`src/rtl/inv_result_collector_pkg.sv`:
```
// Shared types and constants for the matrix-inverse result collector.
package inv_result_collector_pkg;

    localparam int SIZE  = 16;
    localparam int INT   = 4;
    localparam int FRAC  = 12;
    localparam int N     = 3;
    localparam int ELEMS = N * N;
    localparam int IDX_W = 4;

    typedef logic signed [SIZE-1:0] fx_t;
    typedef logic [IDX_W-1:0]       idx_t;

    typedef enum logic [1:0] {
        IDLE,
        REQ,
        CAPTURE,
        DRAIN
    } coll_state_t;

    localparam fx_t  FX_MAX   = {1'b0, {SIZE-1{1'b1}}};
    localparam fx_t  FX_MIN   = {1'b1, {SIZE-1{1'b0}}};
    localparam fx_t  FX_ONE   = fx_t'(1 << FRAC);
    localparam idx_t LAST_IDX = idx_t'(ELEMS - 1);

    // A word pinned at either rail means matrix_inv saturated its result.
    function automatic logic is_sat(input fx_t w);
        return (w == FX_MAX) || (w == FX_MIN);
    endfunction

endpackage

```
`src/rtl/inv_result_collector_if.sv`:
```
// Element stream from the collector to its consumer (valid/ready).
interface inv_result_collector_if
    import inv_result_collector_pkg::*;
();
    logic valid;
    logic ready;
    fx_t  data;
    idx_t index;
    logic last;

    modport master (output valid, output data, output index, output last, input ready);
    modport slave  (input valid, input data, input index, input last, output ready);
endinterface

```
`src/rtl/inv_result_buf.sv`:
```
// ELEMS-deep element store: one write port, two asynchronous read ports.
// Out-of-range read addresses return zero.
module inv_result_buf
    import inv_result_collector_pkg::*;
(
    input  logic clk,
    input  logic rst_n,
    input  logic we,
    input  idx_t waddr,
    input  fx_t  wdata,
    input  idx_t raddr_a,
    output fx_t  rdata_a,
    input  idx_t raddr_b,
    output fx_t  rdata_b
);

    fx_t mem [ELEMS];

    // Storage: cleared on reset, one element written per enabled cycle.
    always_ff @(posedge clk or negedge rst_n) begin
        if (!rst_n) begin
            for (int i = 0; i < ELEMS; i++) begin
                mem[i] <= '0;
            end
        end else if (we && (waddr < idx_t'(ELEMS))) begin
            mem[waddr] <= wdata;
        end
    end

    assign rdata_a = (raddr_a < idx_t'(ELEMS)) ? mem[raddr_a] : '0;
    assign rdata_b = (raddr_b < idx_t'(ELEMS)) ? mem[raddr_b] : '0;

endmodule

```
`src/rtl/inv_result_collector.sv`:
```
// Collects the 9-element serial result of matrix_inv into a local buffer,
// then replays it on a valid/ready stream and a random-access read port.
//
// state   | meaning
// IDLE    | waiting for inv_done; clr accepted here only
// REQ     | inv_read raised, matrix_inv starts streaming next cycle
// CAPTURE | one word stored per cycle; length/finish checked on word 8
// DRAIN   | buffer replayed on the stream, index 0..8
module inv_result_collector
    import inv_result_collector_pkg::*;
(
    input  logic                          clk,
    input  logic                          rst_n,
    input  logic                          inv_done,
    input  logic                          inv_finish,
    input  fx_t                           inv_data,
    output logic                          inv_read,
    inv_result_collector_if.master        m,
    input  idx_t                          rd_addr,
    output fx_t                           rd_data,
    output logic                          busy,
    output logic                          sat,
    output logic                          err,
    input  logic                          clr
);

    coll_state_t state;
    idx_t        cnt;
    idx_t        drain_addr;
    fx_t         drain_rdata;

    inv_result_buf u_buf (
        .clk     (clk),
        .rst_n   (rst_n),
        .we      (state == CAPTURE),
        .waddr   (cnt),
        .wdata   (inv_data),
        .raddr_a (drain_addr),
        .rdata_a (drain_rdata),
        .raddr_b (rd_addr),
        .rdata_b (rd_data)
    );

    // Look one element ahead so m.data is registered together with m.index.
    always_comb begin
        drain_addr = '0;
        if (state == DRAIN) begin
            drain_addr = m.index + idx_t'(1);
        end
    end

    assign busy = (state != IDLE);

    // Sequencer: request, capture, drain, with sticky status flags.
    always_ff @(posedge clk or negedge rst_n) begin
        if (!rst_n) begin
            state    <= IDLE;
            cnt      <= '0;
            inv_read <= 1'b0;
            m.valid  <= 1'b0;
            m.data   <= '0;
            m.index  <= '0;
            m.last   <= 1'b0;
            sat      <= 1'b0;
            err      <= 1'b0;
        end else begin
            case (state)
                IDLE: begin
                    if (clr) begin
                        sat <= 1'b0;
                        err <= 1'b0;
                    end else if (inv_done) begin
                        state    <= REQ;
                        inv_read <= 1'b1;
                    end
                end
                REQ: begin
                    state <= CAPTURE;
                    cnt   <= '0;
                end
                CAPTURE: begin
                    if (is_sat(inv_data)) begin
                        sat <= 1'b1;
                    end
                    if (cnt == LAST_IDX) begin
                        inv_read <= 1'b0;
                        cnt      <= '0;
                        if (inv_finish) begin
                            // Element 0 was written long ago, so it is readable now.
                            state   <= DRAIN;
                            m.valid <= 1'b1;
                            m.data  <= drain_rdata;
                            m.index <= '0;
                            m.last  <= 1'b0;
                        end else begin
                            state <= IDLE;
                            err   <= 1'b1;
                        end
                    end else if (inv_finish) begin
                        state    <= IDLE;
                        inv_read <= 1'b0;
                        cnt      <= '0;
                        err      <= 1'b1;
                    end else begin
                        cnt <= cnt + idx_t'(1);
                    end
                end
                DRAIN: begin
                    if (m.valid && m.ready) begin
                        if (m.index == LAST_IDX) begin
                            state   <= IDLE;
                            m.valid <= 1'b0;
                            m.data  <= '0;
                            m.index <= '0;
                            m.last  <= 1'b0;
                        end else begin
                            m.index <= m.index + idx_t'(1);
                            m.data  <= drain_rdata;
                            m.last  <= ((m.index + idx_t'(1)) == LAST_IDX);
                        end
                    end
                end
                default: begin
                    state <= IDLE;
                end
            endcase
        end
    end

endmodule

```
`src/flat_wrapper.sv`:
```
// flat-port wrapper written by rule: the top's interface ports become plain ports
module inv_result_collector_flat import inv_result_collector_pkg::*;
  (clk, rst_n, inv_done, inv_finish, inv_data, inv_read, rd_addr, rd_data, busy, sat, err, clr, m_valid, m_data, m_index, m_last, m_ready);
  inv_result_collector_if m_i ();
  input  logic clk;
  input  logic rst_n;
  input  logic inv_done;
  input  logic inv_finish;
  input  fx_t inv_data;
  output logic inv_read;
  input  idx_t rd_addr;
  output fx_t rd_data;
  output logic busy;
  output logic sat;
  output logic err;
  input  logic clr;
  output wire logic [$bits(m_i.valid)-1:0] m_valid;
  output wire logic [$bits(m_i.data)-1:0] m_data;
  output wire logic [$bits(m_i.index)-1:0] m_index;
  output wire logic [$bits(m_i.last)-1:0] m_last;
  input wire logic [$bits(m_i.ready)-1:0] m_ready;
  assign m_valid = m_i.valid;
  assign m_data = m_i.data;
  assign m_index = m_i.index;
  assign m_last = m_i.last;
  assign m_i.ready = m_ready;
  inv_result_collector u_core (.clk(clk), .rst_n(rst_n), .inv_done(inv_done), .inv_finish(inv_finish), .inv_data(inv_data), .inv_read(inv_read), .m(m_i), .rd_addr(rd_addr), .rd_data(rd_data), .busy(busy), .sat(sat), .err(err), .clr(clr));
endmodule
```
`config.mk`:
```
export PLATFORM = sky130hd
export DESIGN_NAME = inv_result_collector_flat
export DESIGN_NICKNAME = d
export VERILOG_FILES = /design/src/rtl/inv_result_collector_pkg.sv /design/src/rtl/inv_result_collector_if.sv /design/src/rtl/inv_result_buf.sv /design/src/rtl/inv_result_collector.sv /design/src/flat_wrapper.sv
export SDC_FILE = /design/constraint.sdc
export NUM_CORES = 1
export LEC_CHECK = 0
export BUFFER_PORTS_ARGS = -buffer_cell sky130_fd_sc_hd__buf_2
export CORE_MARGIN = 2
export CORE_UTILIZATION = 61
export CTS_CLUSTER_DIAMETER = 50
export DETAILED_ROUTE_END_ITERATION = 8
export GPL_TIMING_DRIVEN = 0
export PLACE_DENSITY = 0.8
export SLEW_MARGIN = 40
export SYNTH_ARGS = -nofsm -noshare
export SYNTH_HDL_FRONTEND = slang
export SYNTH_SLANG_ARGS = --single-unit
```
`constraint.sdc`:
```
create_clock -name clk -period 5.8 [get_ports clk]
set_input_delay 1.16 -clock clk [delete_from_list [all_inputs] [get_ports clk]]
set_output_delay 1.16 -clock clk [all_outputs]
set_load 0.02 [all_outputs]
```
==> summary.md <==
| Metric | Value |
|---|---|
| Status | `complete, no violations` |
| Crit-path max FO | `10` |
| Critical Path Start | `rd_addr[0]` |
| Switch Pwr | `1865 uW` |
| H-tree depth reported by CTS | `4` |
| Slew HR | `42.12%` |
| Final Cycle Share | `74.81%` |
| Vias in the first global route | `7889` |
| Slowest stage delay, CP | `710 ps` |
| First-pass DRT Iterations | `6` |
| Max-slew violation count | `0` |
| CTS sink cnt | `175` |
| Post-Syn Nets | `839` |
| Layout Nets | `924` |
| Die Y | `131.3 um` |
| Comb power frac | `40.8%` |
| Hold/Removal Path Class | `reg -> reg` |
| Layout cells sized above 1 | `42.25%` |
| Synth area leaders | `dfrtp_1, mux2_2, mux4_2, o221ai_1, mux4_1` |
| Critical Path Start Type | `input port` |
| Reg2reg path depth | `10` |
| First-pass GRT wire length | `45390 um` |
| DR WL/cell | `26.87 um` |
| Initial drt markers | `1130` |
| Core Box Area | `15890 sq um` |
| Setup violators final | `0` |
| Crit path required time | `4640 ps` |
| Antenna violations before repair | `0` |
| Arrival time worst endpoint | `3180 ps` |
| Dpl ws | `1519 ps` |
| # hold bufs at CTS | `0` |
| Library cells used by synthesis | `52` |
| LEAKAGE | `0.004901 uW` |
| Pint | `2959 uW` |
| RSZ-0062 raised after global routing | `false` |
| Starting Density | `62.26%` |
| R2r setup slk | `2500 ps` |
| GRT Total Usage | `35.02%` |
| Critical R2R Capture | `u_core.m.data[15]$_DFFE_PN0P_` |
| Total power | `4824 uW` |
| Seq/Total Area, Yosys | `44.28%` |
| Post-synthesis area per instance | `12.36 sq um` |
| Top delay family on crit path | `buffers and inverters` |
| Gp weighted congestion | `0.9567` |
| Buf/Inv on CP | `5` |
| Worst path slowest cell | `nor3b_2` |
| Dpl cells | `1082` |
| Reg2reg start | `u_core.m.index[0]$_DFFE_PN0P_` |
| Clock Tree Root | `clkbuf_16` |
| Fin crit period | `4339 ps` |
| Diodes inserted | `0` |
| Routed wire length | `29910 um` |
| Leading area contributor after synthesis | `dfrtp_1` |
| Post-synth ARST share | `100.0%` |
| Crit-path cells | `buf_6, buf_6, buf_2, nor3b_2, buf_4, nand2_1, o31ai_1, buf_2` |
| Top-area cell type share of the netlist area | `44.28%` |
| Post-route ant nets | `0` |
| Register bit total from synthesis | `175` |
| Drt via density | `6.857` |
| Number of fillers in the final layout | `1137` |
| Largest net degree at the start of global routing | `81` |
| Clock network fraction of design power | `23.0%` |
| Max cap viols | `0` |
| Die area | `17250 sq um` |
| Final Hold Viols | `0` |
| Most common cell in the netlist | `mux2_2` |
| Congestion Overflow GR | `0` |
| EDFF count, synth | `0` |
| Clk buf depth | `2` |
| CTS clk-pin slew, worst paths | `70 ps` |
| Switching share of total power | `38.65%` |
| CTS tree | `done` |
| DIE WIDTH | `131.3 um` |
| Via count | `7632` |
| CP Capture Point | `rd_data[2]` |
| Worst path depth | `8` |
| Setup_tns | `0 ps` |
| Power Dens Cells | `434.5 nW/um^2` |
| Synthesis Warnings | `0` |
| IO Port Bufs | `64` |
| Post-Syn Area | `9891 sq um` |
| Layout Cells excl Fill | `1113` |
| Dpl hpwl | `19990 um` |
| Clk_skew | `10.23 ps` |
| TritonCTS Buffers | `17` |
| Most frequent cells after synthesis | `mux2_2, dfrtp_1, nor2_1` |
| Setup ws final | `1461 ps` |
| Actual slew at the worst max-slew pin | `868.2 ps` |
| Post-CTS resize count | `0` |
| Worst Path Class, Setup | `in -> out` |
| DR DRC count | `0` |
| Highest ir drop seen on vdd | `0.3028 mV` |
| Post-CTS Setup Inserts | `0` |
| Max Clock Freq | `230.5 MHz` |
| Clk_lat worst skew | `440 ps` |
| Seq pwr share | `36.2%` |
| Site row count | `46` |
| Synth Flop Type | `dfrtp_1` |
| Hold slack | `505.1 ps` |
| Mapped Cells | `800` |
| # IOs | `68` |
| Area Overhead vs Synth | `12.25%` |
| CP Capture Type | `primary output` |
==> per-stage QoR <==
step / area (sq um) / utilization [%]
2_1_floorplan: 9891 / -
3_3_place_gp: 10480 / 65.98
3_5_place_dp: 10550 / 66.39
4_1_cts: 11100 / 69.88
5_1_grt: 11100 / 69.89
6_report: 11100 / 69.89
==> sequential cells by signal (all words and copies together), names as in the netlist <==
signal / count
u_core.u_buf.mem: 144
u_core.m.index: 4
u_core.inv_read: 1
u_core.cnt: 4
u_core.sat: 1
u_core.m.data: 16
u_core.err: 1
u_core.m.last: 1
u_core.m.valid: 1
u_core.state: 2
==> how the worst min path moves through the flow <==
stage | slack (ps) | from | cells after the start | endpoint
after global placement | 480 | u_core.m.last$_DFFE_PN0P_ | 1 | u_core.m.last$_DFFE_PN0P_
after global routing | 520 | u_core.m.data[12]$_DFFE_PN0P_ | 1 | u_core.m.data[12]$_DFFE_PN0P_
after floorplan | 490 | u_core.u_buf.mem[42]$_DFFE_PN0P_ | 1 | u_core.u_buf.mem[42]$_DFFE_PN0P_
after CTS | 510 | u_core.m.data[12]$_DFFE_PN0P_ | 1 | u_core.m.data[12]$_DFFE_PN0P_
final | 510 | u_core.m.last$_DFFE_PN0P_ | 1 | u_core.m.last$_DFFE_PN0P_
after detailed placement | 490 | u_core.m.data[12]$_DFFE_PN0P_ | 1 | u_core.m.data[12]$_DFFE_PN0P_
==> routing by layer <==
| metal | track usage [%] | part of all wire, % | wire length, um |
|---|---|---|---|
| met5 | 0 | 0 | 0 |
| met4 | 17.39 | 4.8 | 1429 |
| met3 | 11.19 | 10 | 3101 |
| met2 | 55.32 | 47 | 14030 |
| met1 | 43.68 | 38 | 11350 |
==> power groups by stage <==
stage | combinational (uW) | sequential (uW) | clock, uW
2_1_floorplan | 1280 | 1760 | 0
6_report | 1970 | 1750 | 1110
3_5_place_dp | 1900 | 1750 | 0
4_1_cts | 1920 | 1730 | 1110
3_3_place_gp | 1840 | 1720 | 0
5_1_grt | 2070 | 1770 | 1160
==> placed cells by master (no fill, tap or decap), types with 5 or more instances in the layout <==
cell type and count:
mux2_2 200, dfrtp_1 175, buf_2 82, nor2_1 39, nand2_1 35, o221ai_1 32
clkbuf_1 28, a31oi_1 19, buf_6 17, clkbuf_16 17, o211ai_1 15, a22o_1 15
mux4_2 14, o21ai_0 14, o22a_1 14, o22ai_1 13, ha_1 13, o31ai_1 12
inv_1 11, nor2b_1 11, mux2_4 11, mux4_1 8, mux2i_1 8, buf_4 8
nand2b_1 6, nand3_1 6, and2_1 6, a21oi_1 5, nand4_1 5
==> worst register-to-register path, stage by stage (launching register included) <==
cell      delay [ps]
dfrtp_1          420
buf_2            190
inv_2            210
buf_2            370
ha_1             190
clkbuf_1         280
nand2_1          240
clkbuf_2         380
o221ai_1         460
o211ai_1         200
a22o_1           240
==> cells by family after synthesis <==
family,Yosys count,synth area share [%]
buf+inv,89,5.212
fa+ha+maj,13,1.645
xor+xnor,3,0.3416
mux,241,30.56
simple gates,130,6.692
compound gates,149,11.27
flops,175,44.28
==> cell type report <==
type	count	area (sq um)	share of cell area (%)
clock buffer	19	442.9	3.990
buffer	76	467.9	4.215
multi-input combinational	536	4996	45.00
tap	216	270.3	2.434
timing repair buffer	66	385.4	3.471
inverter	13	48.80	0.4395
clock inverter	12	111.4	1.003
sequential	175	4379	39.45
Power figures use the tool's default switching activity.
